==> src/rtl/term_pkg.sv <==
// term_pkg: shared constants, control codes and state encoding
// for the character-cell VRAM writer.
package term_pkg;

    localparam int COLS_DEF = 80;
    localparam int ROWS_DEF = 24;
    localparam int ROW_W    = 5;
    localparam int COL_W    = 7;

    localparam logic [7:0] CHR_BS    = 8'h08;
    localparam logic [7:0] CHR_LF    = 8'h0A;
    localparam logic [7:0] CHR_CR    = 8'h0D;
    localparam logic [7:0] CHR_SPACE = 8'h20;

    typedef enum logic [1:0] {
        CLEAR_SCREEN,
        IDLE,
        CLEAR_LINE
    } state_t;

    // Printable range is space through tilde; DEL and above are not.
    function automatic logic is_print(input logic [7:0] c);
        return (c >= 8'h20) && (c <= 8'h7E);
    endfunction

endpackage

==> src/rtl/term_writer_if.sv <==
// term_writer_if: byte-stream handshake plus VRAM write port.
// master = byte producer / VRAM, slave = the writer itself.
interface term_writer_if;
    import term_pkg::*;

    logic             in_valid;
    logic [7:0]       in_data;
    logic             in_ready;
    logic             write_ce;
    logic [ROW_W-1:0] write_row;
    logic [COL_W-1:0] write_col;
    logic [7:0]       write_data;

    modport master (
        output in_valid,
        output in_data,
        input  in_ready,
        input  write_ce,
        input  write_row,
        input  write_col,
        input  write_data
    );

    modport slave (
        input  in_valid,
        input  in_data,
        output in_ready,
        output write_ce,
        output write_row,
        output write_col,
        output write_data
    );

endinterface

==> src/rtl/row_wrap_add.sv <==
// row_wrap_add: (a + b) mod ROWS for inputs already below ROWS.
// Shared with the display read path to apply the scroll offset.
module row_wrap_add
    import term_pkg::*;
#(
    parameter int ROWS = ROWS_DEF
) (
    input  logic [ROW_W-1:0] i_a,
    input  logic [ROW_W-1:0] i_b,
    output logic [ROW_W-1:0] o_sum
);

    localparam logic [ROW_W:0] ROWS_EXT = (ROW_W + 1)'(ROWS);

    logic [ROW_W:0] w_sum;
    logic [ROW_W:0] w_sub;

    // Both operands are < ROWS, so one conditional subtract suffices.
    assign w_sum = {1'b0, i_a} + {1'b0, i_b};
    assign w_sub = w_sum - ROWS_EXT;
    assign o_sum = (w_sum >= ROWS_EXT) ? w_sub[ROW_W-1:0]
                                       : w_sum[ROW_W-1:0];

endmodule

==> src/rtl/term_writer.sv <==
// term_writer: interprets a byte stream into VRAM character writes,
// tracks the cursor and scrolls by rotating the physical row offset.
module term_writer
    import term_pkg::*;
#(
    parameter int         COLS  = COLS_DEF,
    parameter int         ROWS  = ROWS_DEF,
    parameter logic [7:0] BLANK = CHR_SPACE
) (
    input  logic             clk,
    input  logic             reset_n,
    term_writer_if.slave     bus,
    output logic [ROW_W-1:0] scroll_row,
    output logic [ROW_W-1:0] cursor_row,
    output logic [COL_W-1:0] cursor_col
);

    localparam logic [ROW_W-1:0] ROW_LAST = ROW_W'(ROWS - 1);
    localparam logic [COL_W-1:0] COL_LAST = COL_W'(COLS - 1);
    localparam logic [ROW_W-1:0] ROW_ONE  = ROW_W'(1);

    state_t           r_state;
    state_t           w_state_nxt;
    logic [ROW_W-1:0] r_scroll;
    logic [ROW_W-1:0] w_scroll_nxt;
    logic [ROW_W-1:0] r_cur_row;
    logic [ROW_W-1:0] w_cur_row_nxt;
    logic [COL_W-1:0] r_cur_col;
    logic [COL_W-1:0] w_cur_col_nxt;
    logic [ROW_W-1:0] r_clr_row;
    logic [ROW_W-1:0] w_clr_row_nxt;
    logic [COL_W-1:0] r_clr_col;
    logic [COL_W-1:0] w_clr_col_nxt;

    logic             r_ready;
    logic             w_ready_nxt;
    logic             r_wce;
    logic             w_wce_nxt;
    logic [ROW_W-1:0] r_wrow;
    logic [ROW_W-1:0] w_wrow_nxt;
    logic [COL_W-1:0] r_wcol;
    logic [COL_W-1:0] w_wcol_nxt;
    logic [7:0]       r_wdata;
    logic [7:0]       w_wdata_nxt;

    logic [ROW_W-1:0] w_phys;
    logic [ROW_W-1:0] w_scroll_inc;
    logic             w_accept;
    logic             w_print;
    logic             w_is_cr;
    logic             w_is_lf;
    logic             w_is_bs;
    logic             w_wrap;
    logic             w_newline;
    logic             w_scroll_go;

    row_wrap_add #(.ROWS(ROWS)) u_phys (
        .i_a   (r_scroll),
        .i_b   (r_cur_row),
        .o_sum (w_phys)
    );

    row_wrap_add #(.ROWS(ROWS)) u_scroll_inc (
        .i_a   (r_scroll),
        .i_b   (ROW_ONE),
        .o_sum (w_scroll_inc)
    );

    // r_ready is only ever high in IDLE, so this implies the state.
    assign w_accept    = bus.in_valid && r_ready;
    assign w_print     = is_print(bus.in_data);
    assign w_is_cr     = (bus.in_data == CHR_CR);
    assign w_is_lf     = (bus.in_data == CHR_LF);
    assign w_is_bs     = (bus.in_data == CHR_BS);
    assign w_wrap      = w_print && (r_cur_col == COL_LAST);
    assign w_newline   = w_accept && (w_wrap || w_is_lf);
    assign w_scroll_go = w_newline && (r_cur_row == ROW_LAST);

    // State, cursor, scroll and clear-counter registers.
    always_ff @(posedge clk) begin
        if (!reset_n) begin
            r_state   <= CLEAR_SCREEN;
            r_scroll  <= '0;
            r_cur_row <= '0;
            r_cur_col <= '0;
            r_clr_row <= '0;
            r_clr_col <= '0;
        end else begin
            r_state   <= w_state_nxt;
            r_scroll  <= w_scroll_nxt;
            r_cur_row <= w_cur_row_nxt;
            r_cur_col <= w_cur_col_nxt;
            r_clr_row <= w_clr_row_nxt;
            r_clr_col <= w_clr_col_nxt;
        end
    end

    // Next state: clear sweeps, byte interpretation, newline/scroll.
    always_comb begin
        w_state_nxt   = r_state;
        w_scroll_nxt  = r_scroll;
        w_cur_row_nxt = r_cur_row;
        w_cur_col_nxt = r_cur_col;
        w_clr_row_nxt = r_clr_row;
        w_clr_col_nxt = r_clr_col;
        unique case (r_state)
            CLEAR_SCREEN: begin
                if (r_clr_col == COL_LAST) begin
                    w_clr_col_nxt = '0;
                    if (r_clr_row == ROW_LAST) begin
                        w_clr_row_nxt = '0;
                        w_state_nxt   = IDLE;
                    end else begin
                        w_clr_row_nxt = r_clr_row + 1'b1;
                    end
                end else begin
                    w_clr_col_nxt = r_clr_col + 1'b1;
                end
            end
            IDLE: begin
                if (w_accept) begin
                    unique case (1'b1)
                        w_print: begin
                            w_cur_col_nxt = w_wrap ? '0
                                          : r_cur_col + 1'b1;
                        end
                        w_is_cr: w_cur_col_nxt = '0;
                        w_is_bs: begin
                            if (r_cur_col != '0)
                                w_cur_col_nxt = r_cur_col - 1'b1;
                        end
                        default: ;
                    endcase
                    if (w_newline) begin
                        if (w_scroll_go) begin
                            // Old top row becomes the new bottom row.
                            w_scroll_nxt  = w_scroll_inc;
                            w_clr_row_nxt = r_scroll;
                            w_clr_col_nxt = '0;
                            w_state_nxt   = CLEAR_LINE;
                        end else begin
                            w_cur_row_nxt = r_cur_row + 1'b1;
                        end
                    end
                end
            end
            CLEAR_LINE: begin
                if (r_clr_col == COL_LAST) begin
                    w_clr_col_nxt = '0;
                    w_state_nxt   = IDLE;
                end else begin
                    w_clr_col_nxt = r_clr_col + 1'b1;
                end
            end
            default: w_state_nxt = CLEAR_SCREEN;
        endcase
    end

    // Next outputs: blank fill during clears, char write on accept.
    always_comb begin
        w_ready_nxt = 1'b0;
        w_wce_nxt   = 1'b0;
        w_wrow_nxt  = r_wrow;
        w_wcol_nxt  = r_wcol;
        w_wdata_nxt = r_wdata;
        unique case (r_state)
            CLEAR_SCREEN, CLEAR_LINE: begin
                w_wce_nxt   = 1'b1;
                w_wrow_nxt  = r_clr_row;
                w_wcol_nxt  = r_clr_col;
                w_wdata_nxt = BLANK;
            end
            IDLE: begin
                // Drop ready immediately when a scroll is starting.
                w_ready_nxt = !w_scroll_go;
                if (w_accept && w_print) begin
                    w_wce_nxt   = 1'b1;
                    w_wrow_nxt  = w_phys;
                    w_wcol_nxt  = r_cur_col;
                    w_wdata_nxt = bus.in_data;
                end
            end
            default: ;
        endcase
    end

    // Registered handshake and VRAM write port.
    always_ff @(posedge clk) begin
        if (!reset_n) begin
            r_ready <= 1'b0;
            r_wce   <= 1'b0;
            r_wrow  <= '0;
            r_wcol  <= '0;
            r_wdata <= '0;
        end else begin
            r_ready <= w_ready_nxt;
            r_wce   <= w_wce_nxt;
            r_wrow  <= w_wrow_nxt;
            r_wcol  <= w_wcol_nxt;
            r_wdata <= w_wdata_nxt;
        end
    end

    assign bus.in_ready   = r_ready;
    assign bus.write_ce   = r_wce;
    assign bus.write_row  = r_wrow;
    assign bus.write_col  = r_wcol;
    assign bus.write_data = r_wdata;
    assign scroll_row     = r_scroll;
    assign cursor_row     = r_cur_row;
    assign cursor_col     = r_cur_col;

endmodule

==> src/flat_wrapper.sv <==
// flat-port wrapper written by rule: the top's interface ports become plain ports
module term_writer_flat import term_pkg::*;
#(
    parameter int         COLS  = COLS_DEF,
    parameter int         ROWS  = ROWS_DEF,
    parameter logic [7:0] BLANK = CHR_SPACE
)
  (clk, reset_n, scroll_row, cursor_row, cursor_col, bus_in_valid, bus_in_data, bus_in_ready, bus_write_ce, bus_write_row, bus_write_col, bus_write_data);
  term_writer_if bus_i ();
  input  logic clk;
  input  logic reset_n;
  output logic [ROW_W-1:0] scroll_row;
  output logic [ROW_W-1:0] cursor_row;
  output logic [COL_W-1:0] cursor_col;
  input wire logic [$bits(bus_i.in_valid)-1:0] bus_in_valid;
  input wire logic [$bits(bus_i.in_data)-1:0] bus_in_data;
  output wire logic [$bits(bus_i.in_ready)-1:0] bus_in_ready;
  output wire logic [$bits(bus_i.write_ce)-1:0] bus_write_ce;
  output wire logic [$bits(bus_i.write_row)-1:0] bus_write_row;
  output wire logic [$bits(bus_i.write_col)-1:0] bus_write_col;
  output wire logic [$bits(bus_i.write_data)-1:0] bus_write_data;
  assign bus_i.in_valid = bus_in_valid;
  assign bus_i.in_data = bus_in_data;
  assign bus_in_ready = bus_i.in_ready;
  assign bus_write_ce = bus_i.write_ce;
  assign bus_write_row = bus_i.write_row;
  assign bus_write_col = bus_i.write_col;
  assign bus_write_data = bus_i.write_data;
  term_writer #(.COLS(COLS), .ROWS(ROWS), .BLANK(BLANK)) u_core (.clk(clk), .reset_n(reset_n), .bus(bus_i), .scroll_row(scroll_row), .cursor_row(cursor_row), .cursor_col(cursor_col));
endmodule
==> config.mk <==
export PLATFORM = sky130hd
export DESIGN_NAME = term_writer_flat
export DESIGN_NICKNAME = d
export VERILOG_FILES = /design/src/rtl/term_pkg.sv /design/src/rtl/term_writer_if.sv /design/src/rtl/row_wrap_add.sv /design/src/rtl/term_writer.sv /design/src/flat_wrapper.sv
export SDC_FILE = /design/constraint.sdc
export NUM_CORES = 1
export LEC_CHECK = 0
export CAP_MARGIN = 20
export CORE_MARGIN = 5
export CORE_UTILIZATION = 45
export CTS_CLUSTER_SIZE = 30
export DETAILED_ROUTE_END_ITERATION = 10
export DONT_BUFFER_PORTS = 1
export PLACE_DENSITY = 0.68
export SLEW_MARGIN = 10
export SYNTH_ARGS = -nofsm -noshare
export SYNTH_HDL_FRONTEND = slang
export SYNTH_SLANG_ARGS = --single-unit
==> constraint.sdc <==
create_clock -name clk -period 3.3 [get_ports clk]
set_clock_uncertainty 0.15 [all_clocks]
set_input_delay 0.99 -clock clk [delete_from_list [all_inputs] [get_ports clk]]
set_output_delay 0.99 -clock clk [all_outputs]
set_load 0.01 [all_outputs]
# [Word level (Yosys, flattened, before mapping)]
# Index checks and enable logic that the tools add are counted.
[totals] ram_bits=0 output_inout_bits=39 regBits=53 latchBits=0 mem_bits_ro=0 mem_count=0
[op_classes] n_div=0 mux=31 add_sub_neg=9 multipliers=0 shift=0 bitwise=1 n_reduce_logical=22 magnitude_cmp=4 eq_ne=17
[ops] op="7-bit 2-to-1 mux" n=7
[ops] op="5-bit 2-to-1 mux" n=8
[ops] op="7-bit one-hot mux with 2 select lines" n=2
[ops] op="8-bit by 4-bit equality test with 1-bit output (second input constant)" n=3
[ops] op="7-bit one-hot mux with 3 select lines" n=1
[ops] op="5-bit one-hot mux with 2 select lines" n=2
[ops] op="8-bit one-hot mux with 2 select lines" n=1
[ops] op="4-bit AND reduction" n=4
[ops] op="7-bit by 1-bit adder with 7-bit output (second input constant)" n=2
[ops] op="7-bit equality test (second input constant)" n=2
[ops] op="2-bit by 1-bit != test with 1-bit output (second input constant)" n=7
[ops] op="6-bit by 5-bit greater-or-equal comparator with 1-bit output (second input constant)" n=2
[ops] op="2-bit 2-to-1 mux" n=6
[ops] op="5-bit by 1-bit adder with 5-bit output (second input constant)" n=2
[ops] op="5-bit equality test (second input constant)" n=2
[ops] op="5-bit subtractor (second input constant)" n=2
[ops] op="8-bit by 6-bit greater-or-equal comparator with 1-bit output (second input constant)" n=1
[ops] op="8-bit by 7-bit <= comparator with 1-bit output (second input constant)" n=1
[ops] op="8-bit 2-to-1 mux" n=1
[ops] op="7-bit nonzero test" n=1
[ops] op="7-bit by 1-bit subtractor with 7-bit output (second input constant)" n=1
[ops] op="5-bit by 1-bit adder with 6-bit output (second input constant)" n=1
[ops] op="5-bit by 5-bit adder with 6-bit output" n=1
[ops] op="1-bit logical AND" n=6
[ops] op="other kinds (16)" n=18

# [Longest topological paths before layout]
# Gate-level depths: netlist of the first run.
[logic_depth] word_depth=10 depth_mapped=7

# [Modules after synthesis]
# A second synthesis of the first run with hierarchy kept.
[unflattened] hier_cells=420 hier_area_um2=3534.6
[by_module_without_submodules] module="term_writer" seq_area_each_um2=1061.0 instances=1 area_per_inst_um2=2891.5 cells_each=338
[by_module_without_submodules] module="row_wrap_add" seq_area_each_um2=0.0 instances=2 area_per_inst_um2=321.6 cells_each=41

# [Worst setup path before layout of the first run]
# Ideal clock, no wire load.
[synth_timing] kind="input-to-reg" start="input bus_in_data[6]" end="register u_core.r_cur_col[2] (netlist: u_core.cursor_col[2])" arrival_ns=2.420 setup_slack_ns=0.613 path_stages=5 n_path_buf=0 cell_sequence="nor4_4 > nand4b_2 > a221oi_4 > o221ai_2 > a32o_1"
[synth_between] elab_chain_cells=5 word_cells_on_any_way=11 classes_between="2 x order compare; 3 x eq/ne; 2 x mux; 4 x reduce/logical"
[synth_rtl] item="from (decl)" line_no="flat_wrapper.sv:16" text="input wire logic [$bits(bus_i.in_data)-1:0] bus_in_data;"
[synth_rtl] item="8-bit by 6-bit greater-or-equal comparator with 1-bit output or 8-bit by 7-bit <= comparator with 1-bit output (tied branches)" line_no="term_pkg.sv:23" text="return (c >= 8'h20) && (c <= 8'h7E);"
[synth_rtl] item="1-bit logical AND" line_no="term_pkg.sv:23"
[synth_rtl] item="1-bit logical AND" line_no="term_writer.sv:75" text="assign w_wrap = w_print && (r_cur_col == COL_LAST);"
[synth_rtl] item="7-bit 2-to-1 mux" line_no="term_writer.sv:124" text="w_cur_col_nxt = w_wrap ? '0"
[synth_rtl] item="7-bit one-hot mux with 3 select lines" line_no="term_writer.sv:122" text="unique case (1'b1)"
[synth_rtl] item="to (signal assigned)" line_no="term_writer.sv:92" text="r_cur_col <= w_cur_col_nxt;"
[synth_rtl] item="to (decl)" line_no="term_writer.sv:28" text="logic [COL_W-1:0] r_cur_col;"
# Several ways; a longest one is shown, not always the timed one.
# A chain may end at the register's enable or synchronous reset.

# [Final worst setup path of the first run]
# Ends and elaborated chain as after synthesis.

==> results.yml, run 1 <==
placed_design:
  dpl.hpwl_um: 6230
  io_buffers: 0
  preCtsSetupSlack_ns: 0.380
  gp_congestion: 0.955
  place_inst: 487
timing:
  setup_viol_count_final: 0
  slew_viol_final: 0
  slew_headroom_pct: 60.9
  period_needed_ns: 2.63
  setup_ws_ns: 0.670
  hold_violations: 0
  finalSetupTns_ns: 0
  timing.fmax_mhz: 380
  rsz0062_at_grt: "false"
  period_share_pct: 79.7
  holdWs_ns: 0.341
  tightest_slew_ns: 0.587
clocking:
  post-cts-setup-buffers: 0
  post_cts_resized: 0
  htree_levels: 2
  clock_path_buffers: 2
  clkSlewWorstSetupHoldPaths_ns: 0.10
  cts_hold_buf: 0
  cts-root-buf: "clkbuf_8"
  cts_tree: "built"
  numCtsBuffers: 5
  clkSinkCount: 53
  clock_latency_ns: 0.31
pwr:
  ir_drop_uv: 180
  power_leakage_nw: 1.25
  power_mw: 1.08
  cellPowerDensity_mw_per_mm2: 312
critical_path:
  slowest_stage: "a221oi_4"
  cpPeakStageDelay_ns: 0.53
  critPathLaunchType: "input pin"
  path_class: "input pin to flip-flop"
  endpoint_kind: "flip-flop"
  crit_fanout: 9
  worst-path-buf-inv: 0
  path_delay_family: "compound AO/OA/AOI/OAI gates"
  critPathRequiredTime_ns: 3.36
  path_cells: "nor4_4, nand4b_2, a221oi_4, o221ai_2, a32o_1"
  cp.arrival_ns: 2.69
synthesis:
  synth_edf_count: 0
  avgSynthCellArea_um2: 8.12
  ys.warnings.count: 0
  syn-instance-count: 406
  syn-cell-area_mm2: 0.00330
  ys.flop_type: "dfxtp_1"
  synth_nets: 431
  async_flop_share_pct: 0
  ys_types: 66
  synth_seq_cells: 53
  ys_seq_area_share_pct: 32.2
final_layout:
  final_cells: 495
  multi_input_area_mm2: 0.00211
  nFillCells: 682
  antenna_cells: 0
  syn_to_final_growth_pct: 5.20
  regArea_mm2: 0.00106
  drive_gt1_share_pct: 8.59
  fin_nets: 420
global_route:
  grt_first_pass_wirelength_um: 14000
  gr-total-overflow: 0
  grt_pass1_vias: 2739
  antenna_found_initial: 0
  grtUsageTotal_pct: 19.2
  grt_max_degree: 33
drt:
  wl_um: 8600
  firstDrtPassIters: 4
  wl_per_cell_um: 17.4
  ant_nets: 0
  drt_iter0_drc: 198
  routed_via_density: 6.10
  route.detailed.drc: 0
  vias: 3020
die:
  start_util_pct: 45.9
  placementRows: 31
  die_x_um: 95.6
  core_region_area_mm2: 0.00718
  pin_count: 50
  die_h_um: 95.6
  die_area_mm2: 0.00914
worst_hold_path:
  hold_class: "flip-flop to flip-flop"
status:
  status: "completed"
run:
  drv_cap: 0
## worst paths after layout
check	start	to	depth (start not counted)	slack, ns
worst min-delay path	u_core.bus.write_data[7]	u_core.bus.write_data[7]	2	0.34
worst max-delay path	bus_in_data[6]	u_core.cursor_col[2]	5	0.67
worst max register to register	u_core.cursor_col[1]	u_core.scroll_row[4]	6	0.70
worst min register to register	u_core.bus.write_data[7]	u_core.bus.write_data[7]	2	0.34
## state kept, by name, indices dropped and copies added, names as in the netlist, 5 cells and up
name / flops
u_core.bus.write_data: 8
u_core.bus.write_col: 7
u_core.cursor_col: 7
u_core.r_clr_col: 7
u_core.bus.write_row: 5
u_core.cursor_row: 5
u_core.r_clr_row: 5
u_core.scroll_row: 5
## tightest hold or removal path: stages, from the launching register on
cell     delay (ns)
dfxtp_1        0.36
nand2_1        0.07
nor2_1         0.04
## metal layers
| metal | track usage (%) | vias to the layer above | routed length (µm) |
|---|---|---|---|
| met5 | 0 | - | 0 |
| met2 | 31.2 | 86 | 4030 |
| met1 | 25.2 | 1414 | 3770 |
| met3 | 5.21 | 8 | 698 |
| li1 | - | 1512 | - |
| met4 | 4.86 | 0 | 102 |
## cell usage in the layout (no fill, tap or decap), types with 6 or more instances in the layout
cell type and n:
nand2_1 65, dfxtp_1 53, a21oi_1 27, nor2_1 26, nand3_1 23, o21ai_0 18, ha_1 13, o211ai_1 9
a311oi_1 9, and3_1 8, inv_1 7, buf_4 7, a211o_1 6
## metrics by stage
step / utilization, % / area (µm²)
2_1_floorplan: - / 3300
3_5_place_dp: 47.0 / 3370
6_report: 48.3 / 3470
5_1_grt: 48.3 / 3470
3_3_place_gp: 47.0 / 3370
4_1_cts: 48.3 / 3470
## report_power, final
group          switching (mW)  internal, mW
Combinational          0.0199        0.0159
Sequential             0.0105         0.647
Clock                   0.236         0.154
## final cells by class
type,instances,area share [%]
inverter,8,0.866
timing repair buffer,7,1.52
sequential,53,30.6
clock buffer,5,1.98
multi-input combinational,320,60.8
clock inverter,3,0.721
tap,99,3.57
## synthesized netlist by cell type (2+ instances only)
cell type | n | area, µm²
nand2_1 | 65 | 244
dfxtp_1 | 53 | 1060
a21oi_1 | 27 | 135
nor2_1 | 26 | 97.6
nand3_1 | 23 | 115
clkbuf_1 | 21 | 78.8
o21ai_0 | 18 | 90.1
ha_1 | 13 | 163
a311oi_1 | 9 | 78.8
o211ai_1 | 9 | 67.6
and3_1 | 8 | 50.1
inv_1 | 7 | 26.3
a211o_1 | 6 | 52.6
a211oi_1 | 5 | 37.5
a31oi_1 | 5 | 31.3
mux2i_1 | 5 | 50.1
nand4_1 | 5 | 31.3
nand4b_1 | 5 | 43.8
nor3_1 | 5 | 25.0
and4b_1 | 4 | 40.0
buf_2 | 4 | 20.0
nand2b_1 | 4 | 25.0
nor4_1 | 4 | 25.0
o211a_1 | 4 | 40.0
xnor2_1 | 4 | 35.0
a21o_1 | 3 | 22.5
a22oi_1 | 3 | 22.5
a32o_1 | 3 | 30.0
nand3b_1 | 3 | 22.5
nor2b_1 | 3 | 18.8
nor3b_1 | 3 | 22.5
nor4b_1 | 3 | 26.3
o22ai_1 | 3 | 18.8
or3b_2 | 3 | 26.3
or4_1 | 3 | 22.5
a211oi_2 | 2 | 25.0
a22o_1 | 2 | 17.5
and2_1 | 2 | 12.5
o21ai_1 | 2 | 10.0
o32ai_1 | 2 | 17.5
o41ai_1 | 2 | 17.5
## cell families (layout without fill, tap and decap cells)
logic type,after synthesis,after routing,synth area share (%)
adder cells (fa/ha/maj),14,14,5.54
multiplexers,6,6,1.86
flip-flops,53,53,32.2
AO/OA/AOI/OAI,120,120,26.9
AND/OR/NAND/NOR,175,175,28.2
XOR/XNOR,5,5,1.33
buffers and inverters,33,23,3.91
No activity file was read; power rests on OpenSTA's default activity.
==> run 2, diff against run 1 <==
==> constraint.sdc (replaced) <==
create_clock -name clk -period 2.65 [get_ports clk]
set_clock_uncertainty 0.15 [all_clocks]
set_input_delay 0.795 -clock clk [delete_from_list [all_inputs] [get_ports clk]]
set_output_delay 0.795 -clock clk [all_outputs]
set_load 0.01 [all_outputs]
==> run 2 against run 1 <==
Clock power rose by 24%. Largest power group unchanged. Largest cell class unchanged. Clock-buffer cell count did not move. Sequential share of layout area fell by 1.1 points. Critical path type is now flip-flop to flip-flop. Via count rose by 6.2%. Cell count rose by 3.6%. Register-to-register slack got worse by 0.44 ns. Design area rose by 3.9%. Power rose by 25%.
==> results.yml, run 2 (synthesis results as in run 1) <==
timing:
  finalSetupTns_ns: 0
  timing.fmax_mhz: 418
  slew_headroom_pct: 55.8
  setup_viol_count_final: 0
  period_needed_ns: 2.39
  period_share_pct: 90.2
  hold_violations: 0
  tightest_slew_ns: 0.663
  rsz0062_at_grt: "false"
  setup_ws_ns: 0.259
  slew_viol_final: 0
clocking:
  cts-root-buf: "clkbuf_8"
  numCtsBuffers: 5
  htree_levels: 2
  cts_tree: "built"
  clkSinkCount: 53
  clock_latency_ns: 0.32
  post-cts-setup-buffers: 0
  post_cts_resized: 0
  cts_hold_buf: 0
  clock_path_buffers: 2
  clkSlewWorstSetupHoldPaths_ns: 0.10
global_route:
  grt_first_pass_wirelength_um: 14900
  gr-total-overflow: 0
  grtUsageTotal_pct: 20.4
  antenna_found_initial: 0
  grt_max_degree: 33
  grt_pass1_vias: 3015
pwr:
  ir_drop_uv: 250
  pwr-share-seq_pct: 60.7
  power.clock.fraction_pct: 35.9
  power_mw: 1.35
  p_int_mw: 1.02
  p_comb_share_pct: 3.4
  p_sw_mw: 0.332
  swShare_pct: 24.6
  cellPowerDensity_mw_per_mm2: 375
  power_leakage_nw: 1.34
final_layout:
  largest_reg_flops: 8
  syn_to_final_growth_pct: 9.30
  final_common_cell: "nand2_1"
  final_cell_mix: "65 x nand2_1, 53 x dfxtp_1, 27 x a21oi_1"
  fin_nets: 438
  antenna_cells: 0
  drive_gt1_share_pct: 12.6
drt:
  route.detailed.drc: 0
  wl_um: 9050
  wl_per_cell_um: 17.6
  ant_nets: 0
  vias: 3208
  drt_iter0_drc: 185
  routed_via_density: 6.25
  firstDrtPassIters: 5
placed_design:
  dpl.hpwl_um: 6680
  gp_congestion: 0.895
  io_buffers: 0
  preCtsSetupSlack_ns: 0.0463
critical_path:
  r2r_end: "u_core.bus.write_row[3]"
  path_cells: "ha_1, fa_1, a211o_1, nand3b_1, a41oi_1, o221a_2, o22ai_1"
  cpPeakStageDelay_ns: 0.49
  endpoint_kind: "flip-flop"
  slowest_stage: "fa_1"
  r2r_cells: 7
  path_class: "flip-flop to flip-flop"
  rr_startpoint: "u_core.cursor_row[0]"
  critPathRequiredTime_ns: 2.74
  crit_fanout: 6
  path_delay_family: "compound AO/OA/AOI/OAI gates"
  critPathLaunchType: "flip-flop"
  rrSetupSlack_ns: 0.26
  cp.arrival_ns: 2.48
  worst-path-buf-inv: 0
status:
  status: "completed"
worst_hold_path:
  hp-start: "u_core.bus.write_data[7]"
  min_to: "u_core.bus.write_data[7]"
  min_delay_path_depth: 2
  hold_class: "flip-flop to flip-flop"
die:
  core_region_area_mm2: 0.00718
  die_h_um: 95.6
  pin_count: 50
  die_x_um: 95.6
  start_util_pct: 45.9
  placementRows: 31
  die_area_mm2: 0.00914
run:
  drv_cap: 0
==> run 2: changes by cell type in the layout (fill, tap and decap cells not counted) <==
cell and delta:
buf_4 +18
==> run 2: power by group through the flow <==
stage	clock [mW]	combinational, mW	sequential, mW
floorplan	0	0.0432	0.833
global route	0.543	0.0503	0.821
global placement	0	0.0438	0.837
CTS	0.498	0.0452	0.820
detailed placement	0	0.0450	0.838
finish	0.485	0.0455	0.819
==> run 2: routing by layer <==
metal  track usage, %  up-vias  share of wire, %
met5                0        -                 0
met4             4.98        0               1.1
met3             6.08       11               8.4
met2             34.5       96                49
met1             25.2     1559                42
li1                 -     1542                 -
==> run 2: worst max path at each step <==
stage                         start                      end  depth (start not counted)
2_1_floorplan        bus_in_data[6]     u_core.cursor_col[2]                          5
3_3_place_gp         bus_in_data[6]      u_core.r_clr_col[2]                          5
3_5_place_dp         bus_in_data[6]      u_core.r_clr_col[2]                          5
4_1_cts        u_core.cursor_row[0]  u_core.bus.write_row[3]                          7
5_1_grt        u_core.cursor_row[0]  u_core.bus.write_row[3]                          7
6_report       u_core.cursor_row[0]  u_core.bus.write_row[3]                          7
==> run 2: metrics by stage <==
stage               utilization (%)  std cells  hold slack (ns)  area (µm²)
floorplan                         -        406            0.304        3300
global placement               48.9        505            0.321        3510
detailed placement             48.9        505            0.327        3510
CTS                            50.2        513            0.345        3600
global route                   50.2        513            0.377        3600
finish                         50.2        513            0.337        3600
==> run 2: cell type report <==
cell class / count / area (µm²)
Clock buffer: 5 / 68.8
Clock inverter: 3 / 25.0
Timing Repair Buffer: 25 / 188
Sequential cell: 53 / 1060
Fill cell: 727 / 3570
Tap cell: 99 / 124
Inverter: 8 / 30.0
Multi-Input combinational cell: 320 / 2110
==> run 2: worst reg2reg max path, cell delays in order (launching register included) <==
cell	delay, ns
dfxtp_1	0.41
ha_1	0.28
fa_1	0.49
a211o_1	0.33
nand3b_1	0.09
a41oi_1	0.14
o221a_2	0.28
o22ai_1	0.15
==> run 3, diff against run 2 <==
--- a/config.mk
+++ b/config.mk
@@ -6,12 +6,12 @@
 export NUM_CORES = 1
 export LEC_CHECK = 0
 export CAP_MARGIN = 20
-export CORE_MARGIN = 5
-export CORE_UTILIZATION = 45
+export CORE_MARGIN = 2
+export CORE_UTILIZATION = 30
 export CTS_CLUSTER_SIZE = 30
 export DETAILED_ROUTE_END_ITERATION = 10
 export DONT_BUFFER_PORTS = 1
-export PLACE_DENSITY = 0.68
+export PLACE_DENSITY = 0.52
 export SLEW_MARGIN = 10
 export SYNTH_ARGS = -nofsm -noshare
 export SYNTH_HDL_FRONTEND = slang
==> run 3 against run 2 <==
Sequential cell count unchanged. Design area increased by 2.0%. Setup slack got worse by 0.041 ns. Non-clock buffer count increased by 3. Clock-buffer cell count unchanged. Die area increased by 30%. Cell count increased by 8.6%. Register-to-register slack got worse by 0.04 ns. Power increased by 1.4%. Critical path depth unchanged. Fmax decreased by 1.7%. Hold slack got worse by 0.0012 ns. Largest cell class unchanged. Highest routed layer unchanged.
==> results.yml, run 3 (synthesis results as in run 1) <==
die:
  placementRows: 38
  die_x_um: 109
  start_util_pct: 30.5
  pin_count: 50
  core_region_area_mm2: 0.0108
  die_area_mm2: 0.0118
  die_h_um: 109
global_route:
  gr-total-overflow: 0
  grtUsageTotal_pct: 16.5
  antenna_found_initial: 0
  grt_max_degree: 33
  grt_pass1_vias: 2990
  grt_first_pass_wirelength_um: 15500
clocking:
  cts_tree: "built"
  numCtsBuffers: 5
  clkSinkCount: 53
  clkSlewWorstSetupHoldPaths_ns: 0.11
  clock_path_buffers: 2
  cts_hold_buf: 0
  post-cts-setup-buffers: 0
  htree_levels: 2
  clock_latency_ns: 0.32
  post_cts_resized: 0
  cts-root-buf: "clkbuf_8"
critical_path:
  cp.arrival_ns: 2.53
  crit_fanout: 6
  slowest_stage: "fa_1"
  path_cells: "ha_1, fa_1, a211o_1, a211o_1, nand2_1, a311oi_1, o22ai_1"
  cpPeakStageDelay_ns: 0.50
  endpoint_kind: "flip-flop"
  rrSetupSlack_ns: 0.22
  critPathLaunchType: "flip-flop"
  critical_path.most_common_cell: "a211o_1"
  critPathRequiredTime_ns: 2.75
  path_class: "flip-flop to flip-flop"
  r2r_cells: 7
timing:
  period_share_pct: 91.8
  rsz0062_at_grt: "false"
  slew_headroom_pct: 59.0
  period_needed_ns: 2.43
  hold_violations: 0
  timing.fmax_mhz: 411
  holdWs_ns: 0.336
  slew_viol_final: 0
  tightest_slew_ns: 0.615
  setup_viol_count_final: 0
  finalSetupTns_ns: 0
final_layout:
  largest_reg_flops: 8
  final_cell_mix: "65 x nand2_1, 53 x dfxtp_1, 28 x buf_4"
  multi_input_area_mm2: 0.00211
  syn_to_final_growth_pct: 11.5
  nFillCells: 1140
  antenna_cells: 0
  fin_nets: 441
  regArea_mm2: 0.00106
  final_common_cell: "nand2_1"
  drive_gt1_share_pct: 13.2
pwr:
  ir_drop_uv: 237
  cellPowerDensity_mw_per_mm2: 372
  power_leakage_nw: 1.36
placed_design:
  io_buffers: 0
  dpl.hpwl_um: 6910
  gp_congestion: 0.852
worst_hold_path:
  hold_class: "flip-flop to flip-flop"
  min_delay_path_depth: 2
drt:
  ant_nets: 0
  vias: 3138
  wl_per_cell_um: 17.0
  route.detailed.drc: 0
  firstDrtPassIters: 5
  wl_um: 9490
  routed_via_density: 5.63
  drt_iter0_drc: 281
run:
  drv_cap: 0
status:
  status: "completed"
==> run 3: changes by cell type in the layout (fill, tap and decap cells not counted) <==
cell,before,now
buf_4,25,28
==> run 3: cell type report <==
class                           instances  share of cell area (%)
Clock buffer                            5                    1.87
Clock inverter                          3                   0.681
Inverter                                8                   0.817
Multi-Input combinational cell        320                    57.3
Tap cell                              140                    4.76
Sequential cell                        53                    28.9
Timing Repair Buffer                   28                    5.72
==> run 3: report_power, final <==
group	leakage, nW	internal, mW	total (mW)	switching (mW)
sequential	0.429	0.806	0.820	0.0134
clock	0.0447	0.192	0.503	0.311
combinational	0.886	0.0204	0.0465	0.0261
total	1.36	1.02	1.37	0.350
==> run 3: final timing paths <==
path	startpoint	end
worst min-delay path	u_core.bus.write_data[7]	u_core.bus.write_data[7]
worst max-delay path	u_core.cursor_row[0]	u_core.bus.write_row[4]
worst max register to register	u_core.cursor_row[0]	u_core.bus.write_row[4]
worst min register to register	u_core.bus.write_data[7]	u_core.bus.write_data[7]
==> run 3: critical path: cells and delay by family (launching register included) <==
| kind | cells | cell delay [ns] |
|---|---|---|
| AOI/OAI and AO/OA | 4 | 0.93 |
| adders and majority gates | 2 | 0.79 |
| DFF | 1 | 0.43 |
| and+or+nand+nor | 1 | 0.06 |
==> run 3: through the flow <==
stage                     worst slack, ns  utilization (%)  std cells  total power, mW  instance area, µm²
after global routing               0.0992             34.1        557             1.42                3680
after global placement              0.101             33.2        549            0.884                3580
after CTS                           0.208             34.1        557             1.38                3680
after floorplan                     0.158                -        406            0.876                3300
final                               0.218             34.1        557             1.37                3680
after detailed placement           0.0727             33.2        549            0.885                3580
==> run 3: layer usage <==
layer / vias up / wire, µm / GRT usage (%)
met5: - / 0 / 0
met1: 1468 / 4380 / 22.4
met4: 0 / 70 / 3.48
met3: 7 / 762 / 4.36
li1: 1556 / - / -
met2: 107 / 4280 / 26.2
